===== src/rtl/mul_seq_param.sv =====
// mul_seq_param: iterative shift-add multiplier, one partial product per clock.
//   Operands are captured as magnitudes with a separate sign flag, so a single
//   unsigned datapath serves both signed and unsigned operations.
// Parameters:
//   WIDTH      operand width (>=2); the product is 2*WIDTH bits and always exact
//   EARLY_ZERO 1 = skip the iterations when either captured magnitude is zero
// Ports:
//   clk          rising-edge clock
//   rst_n        synchronous reset, active HIGH despite the name
//   start        operation request, honoured in IDLE (and on the edge leaving DONE)
//   signed_mode  1 = two's-complement operands, captured with start
//   ain, bin     multiplicand / multiplier, captured with start
//   busy         high in CALC and DONE
//   done         one-cycle pulse, yout holds the new product
//   yout         product, stable between done pulses
module mul_seq_param #(
  parameter int unsigned WIDTH      = 32,
  parameter bit          EARLY_ZERO = 1'b1
) (
  input  logic                 clk,
  input  logic                 rst_n,
  input  logic                 start,
  input  logic                 signed_mode,
  input  logic [WIDTH-1:0]     ain,
  input  logic [WIDTH-1:0]     bin,
  output logic                 busy,
  output logic                 done,
  output logic [2*WIDTH-1:0]   yout
);

  localparam int unsigned PW = 2 * WIDTH;
  localparam int unsigned CW = $clog2(WIDTH + 1);
  localparam logic [CW-1:0] CNT_FULL = CW'(WIDTH);

  typedef enum logic [1:0] {
    S_IDLE,
    S_CALC,
    S_DONE
  } state_e;

  state_e            state_q, state_d;
  logic [CW-1:0]     cnt_q, cnt_d;
  logic [PW-1:0]     mcand_q, mcand_d;
  logic [WIDTH-1:0]  mplier_q, mplier_d;
  logic [PW-1:0]     acc_q, acc_d;
  logic              neg_q, neg_d;
  logic [PW-1:0]     yout_q, yout_d;

  logic              load;
  logic [WIDTH-1:0]  a_mag, b_mag;
  logic              neg_in;

  // |x| of the most negative value wraps to itself, which is the correct
  // unsigned magnitude 2^(WIDTH-1).
  assign a_mag  = (signed_mode && ain[WIDTH-1]) ? (~ain + WIDTH'(1)) : ain;
  assign b_mag  = (signed_mode && bin[WIDTH-1]) ? (~bin + WIDTH'(1)) : bin;
  assign neg_in = signed_mode & (ain[WIDTH-1] ^ bin[WIDTH-1]);

  always_ff @(posedge clk) begin
    if (rst_n) begin
      state_q  <= S_IDLE;
      cnt_q    <= '0;
      mcand_q  <= '0;
      mplier_q <= '0;
      acc_q    <= '0;
      neg_q    <= 1'b0;
      yout_q   <= '0;
    end else begin
      state_q  <= state_d;
      cnt_q    <= cnt_d;
      mcand_q  <= mcand_d;
      mplier_q <= mplier_d;
      acc_q    <= acc_d;
      neg_q    <= neg_d;
      yout_q   <= yout_d;
    end
  end

  always_comb begin
    state_d  = state_q;
    cnt_d    = cnt_q;
    mcand_d  = mcand_q;
    mplier_d = mplier_q;
    acc_d    = acc_q;
    neg_d    = neg_q;
    yout_d   = yout_q;
    load     = 1'b0;

    unique case (state_q)
      S_IDLE: begin
        if (start) load = 1'b1;
      end
      // Counter runs WIDTH..1 doing one partial product per cycle; the cycle
      // with the counter at 0 applies the sign and enters DONE.
      S_CALC: begin
        if (cnt_q == '0) begin
          state_d = S_DONE;
          yout_d  = neg_q ? (~acc_q + PW'(1)) : acc_q;
        end else if (EARLY_ZERO && (cnt_q == CNT_FULL) &&
                     ((mcand_q == '0) || (mplier_q == '0))) begin
          acc_d = '0;
          neg_d = 1'b0;
          cnt_d = '0;
        end else begin
          if (mplier_q[0]) acc_d = acc_q + mcand_q;
          mcand_d  = mcand_q << 1;
          mplier_d = mplier_q >> 1;
          cnt_d    = cnt_q - CW'(1);
        end
      end
      // A held start relaunches on the edge leaving DONE, giving
      // back-to-back operations without an IDLE bubble.
      S_DONE: begin
        state_d = S_IDLE;
        if (start) load = 1'b1;
      end
      default: state_d = S_IDLE;
    endcase

    if (load) begin
      state_d  = S_CALC;
      cnt_d    = CNT_FULL;
      mcand_d  = {{WIDTH{1'b0}}, a_mag};
      mplier_d = b_mag;
      acc_d    = '0;
      neg_d    = neg_in;
    end
  end

  assign busy = (state_q != S_IDLE);
  assign done = (state_q == S_DONE);
  assign yout = yout_q;

endmodule


===== config.mk =====
export PLATFORM = sky130hd
export DESIGN_NAME = mul_seq_param
export DESIGN_NICKNAME = d
export VERILOG_FILES = /design/src/rtl/mul_seq_param.sv
export SDC_FILE = /design/constraint.sdc
export NUM_CORES = 1
export LEC_CHECK = 0
export ABC_CLOCK_PERIOD_IN_PS = 4600
export BUFFER_PORTS_ARGS = -buffer_cell sky130_fd_sc_hd__buf_2
export CAP_MARGIN = 5
export CORE_MARGIN = 3
export CORE_UTILIZATION = 40
export DETAILED_ROUTE_END_ITERATION = 16
export GPL_TIMING_DRIVEN = 1
export PLACE_DENSITY = 0.65
export SLEW_MARGIN = 40
export SYNTH_ARGS = -nofsm -noshare
export SYNTH_HDL_FRONTEND = slang
export SYNTH_SLANG_ARGS = --single-unit

===== constraint.sdc =====
create_clock -name clk -period 4.6 [get_ports clk]
set_input_delay 0.92 -clock clk [delete_from_list [all_inputs] [get_ports clk]]
set_output_delay 0.92 -clock clk [all_outputs]
set_load 0.02 [all_outputs]

==> impl_metrics.ini <==
[yosys]
synth-seq-area-share_pct = 32.3
syn_nets = 1994
async_reset_ff_share_pct = 0
synthCells = 1857
synth_edf_count = 0
synth_cell_types = 67
synthTopCellsByArea = dfxtp_1 32%, xor2_1 6.8%, nand2_1 6.5%
synth.cell_area_mm2 = 0.0145
ys_ff_latch = 233
synth_ff_type = dfxtp_1
yosys.area.top_type = dfxtp_1
yosys_warnings = 0
avgSynthCellArea_um2 = 7.79
synth_top_area_share_pct = 32.3

[worst_setup_path]
cp_num_buf_inv = 1
crit_path_max_incr_delay_ns = 0.46
cpMaxStageDelayCell = dfxtp_1
cp-end-kind = register
crit_arrival_ns = 4.53
rr_startpoint = acc_q[0]$_SDFFE_PP0P_
reg2reg_to = acc_q[38]$_SDFFE_PP0P_
start_kind = register
path_class = reg -> reg
r2r_cells = 15
cp.depth = 15
rrSetupSlack_ns = 0.50
setup.worst_path.start = acc_q[0]$_SDFFE_PP0P_
crit_end = acc_q[38]$_SDFFE_PP0P_
crit_chain = ha_1 > inv_1 > fa_1 > nor2b_1 > o211ai_1 > a21oi_1 > o21a_1 > nor2_1 > o21ai_0 > a41oi_1 > o31a_1 > o31ai_1 > a31oi_1 > xnor2_1 > a22o_1
critPathRequiredTime_ns = 5.02
path_max_fanout = 8
cp_top_family = compound AO/OA/AOI/OAI gates

[sta]
rsz0062_at_grt = false
hold_viol = 0
period_needed_ns = 4.10
drv_slew = 0
setup_viol = 0
max_freq_mhz = 244
period_share_pct = 89.2
tightest_slew_ns = 0.774
maxSlewHeadroom_pct = 48.4
tns_ns = 0
finClkSkew_ns = 0.0210

[drt]
firstDrtPassIters = 6
remaining_drc_errors = 0
vias = 13700
vias_per_cell = 5.68
post_drt_wl_per_cell_um = 17.3
postRouteWirelength_mm = 41.6
drt_iter0_markers = 722
ant_nets = 0

[pwr]
cellPowerDensity_mw_per_mm2 = 316
power.static_leakage_nw = 6.75
ir_drop_mv = 0.210

[finish]
syn2layout_area_growth_pct = 13.6
seq_area_mm2 = 0.00467
multiInputGateArea_mm2 = 0.00934
finalInstanceArea_mm2 = 0.0164
final_cells = 2411
fill_cells = 3581
fin_nets = 2062
drive_above_1_share_pct = 11.7

[cts]
post_cts_resize_count = 0
h-tree-depth = 1
ctsHoldBuffers = 0
cts_sinks = 233
cts_buffer_depth = 3
cts_setup_buffers = 0
cts.clk_slew.worst_paths_ns = 0.06
clock_latency_ns = 0.55
clock-root-buffer = clkbuf_16
numCtsBuffers = 27
cts_tree = built

[global_route]
grt-ovfl-total = 0
grt.total_usage_pct = 21.0
antenna_found_initial = 10
grt_pass1_wl_mm = 67.7
grt_pass1_vias = 12800
grt_start_max_net_pins = 120

[placement]
dp_cells = 2356
hpwlAfterDp_mm = 31.4
dpl_cell_area_mm2 = 0.0155
finalWeightedCongestion = 0.925
port_buffers = 133

[run]
drv_cap = 0

[die]
coreArea_mm2 = 0.0356
die-width_um = 196
start_util_pct = 40.7
die-area_mm2 = 0.0385
rows = 69
num_io_pins = 134
die_h_um = 196

[hold_path]
min_path_type = reg -> reg

[status]
status = finished clean
-- where the power goes --
| group | switching [mW] | internal, mW |
|---|---|---|
| clock | 0.860 | 1.27 |
| combinational | 0.531 | 0.297 |
| sequential | 0.106 | 2.13 |
-- metrics by stage --
| step | hold WS, ns | utilization (%) | setup slack (ns) | power (mW) |
|---|---|---|---|---|
| after floorplan | 0.445 | - | 1.16 | 2.82 |
| after global placement | 0.441 | 43.5 | 0.751 | 3.08 |
| after detailed placement | 0.444 | 43.6 | 0.574 | 3.10 |
| after CTS | 0.453 | 46.1 | 0.531 | 5.24 |
| after global routing | 0.476 | 46.2 | 0.0931 | 5.43 |
| final | 0.448 | 46.2 | 0.497 | 5.20 |
-- worst min-delay path, cell delays in order (launching register included) --
cell and delay (ns):
dfxtp_1 0.31, nand2_1 0.05, a21oi_1 0.05
-- layer usage --
| metal | vias to the layer above | global-route usage (%) | share of wire [%] |
|---|---|---|---|
| met5 | - | 0 | 0.12 |
| met4 | 10 | 6.65 | 2.7 |
| met3 | 67 | 3.71 | 6.8 |
| met2 | 390 | 32.4 | 42 |
| met1 | 6299 | 29.9 | 48 |
| li1 | 6919 | - | - |
-- worst min path at each step --
stage	slack (ns)	cells after the start	to	startpoint
2_1_floorplan	0.44	2	mplier_q[20]$_SDFFE_PP0P_	mplier_q[20]$_SDFFE_PP0P_
3_3_place_gp	0.44	2	yout[52]$_SDFFE_PP0P_	yout[52]$_SDFFE_PP0P_
3_5_place_dp	0.44	2	yout[52]$_SDFFE_PP0P_	yout[52]$_SDFFE_PP0P_
4_1_cts	0.45	2	yout[52]$_SDFFE_PP0P_	yout[52]$_SDFFE_PP0P_
5_1_grt	0.48	2	yout[45]$_SDFFE_PP0P_	yout[45]$_SDFFE_PP0P_
6_report	0.45	2	yout[52]$_SDFFE_PP0P_	yout[52]$_SDFFE_PP0P_
-- kinds of logic after synthesis --
group,synth area share (%)
AOI/OAI and AO/OA,26.0
xor gates and xnor gates,10.4
adders and majority gates,6.02
buffers and inverters,3.61
DFF,32.3
muxes,0.0692
and+or+nand+nor,21.7
-- cells in the final DEF, fill, tap and decap left out, types with 31 or more instances in the layout --
cell type,synthesis,final
o31ai_1,31,31
a22oi_1,39,39
nor4_1,40,39
nor2_1,230,227
a211oi_1,62,62
xor2_1,112,112
a22o_1,33,33
ha_1,68,68
buf_2,0,132
nand2_1,252,252
a21o_1,33,33
dfxtp_1,233,232
xnor2_1,60,60
o21ai_0,70,69
a21oi_1,158,157
-- registers in the layout, summed over array words and instances (netlist names) --
name,count
acc_q,64
mcand_q,64
yout,64
mplier_q,32
cnt_q,6
state_q,2
neg_q,1
-- synthesized netlist by cell type (33+ instances only) --
cell type	n
clkbuf_1	107
a22oi_1	39
xnor2_1	60
a21o_1	33
nor4_1	40
a211oi_1	62
ha_1	68
dfxtp_1	233
nand2_1	252
a22o_1	33
a21oi_1	158
nor2_1	230
o21ai_0	70
xor2_1	112
-- area by class of cell --
| type | count | area share, % |
|---|---|---|
| Antenna cell | 6 | 0.0914 |
| Multi-Input combinational cell | 1487 | 56.8 |
| Tap cell | 461 | 3.51 |
| Clock buffer | 40 | 4.71 |
| Sequential cell | 233 | 28.4 |
| Clock inverter | 8 | 0.624 |
| Inverter | 22 | 0.503 |
| Timing Repair Buffer | 154 | 5.35 |
Power figures use the tool's default switching activity.
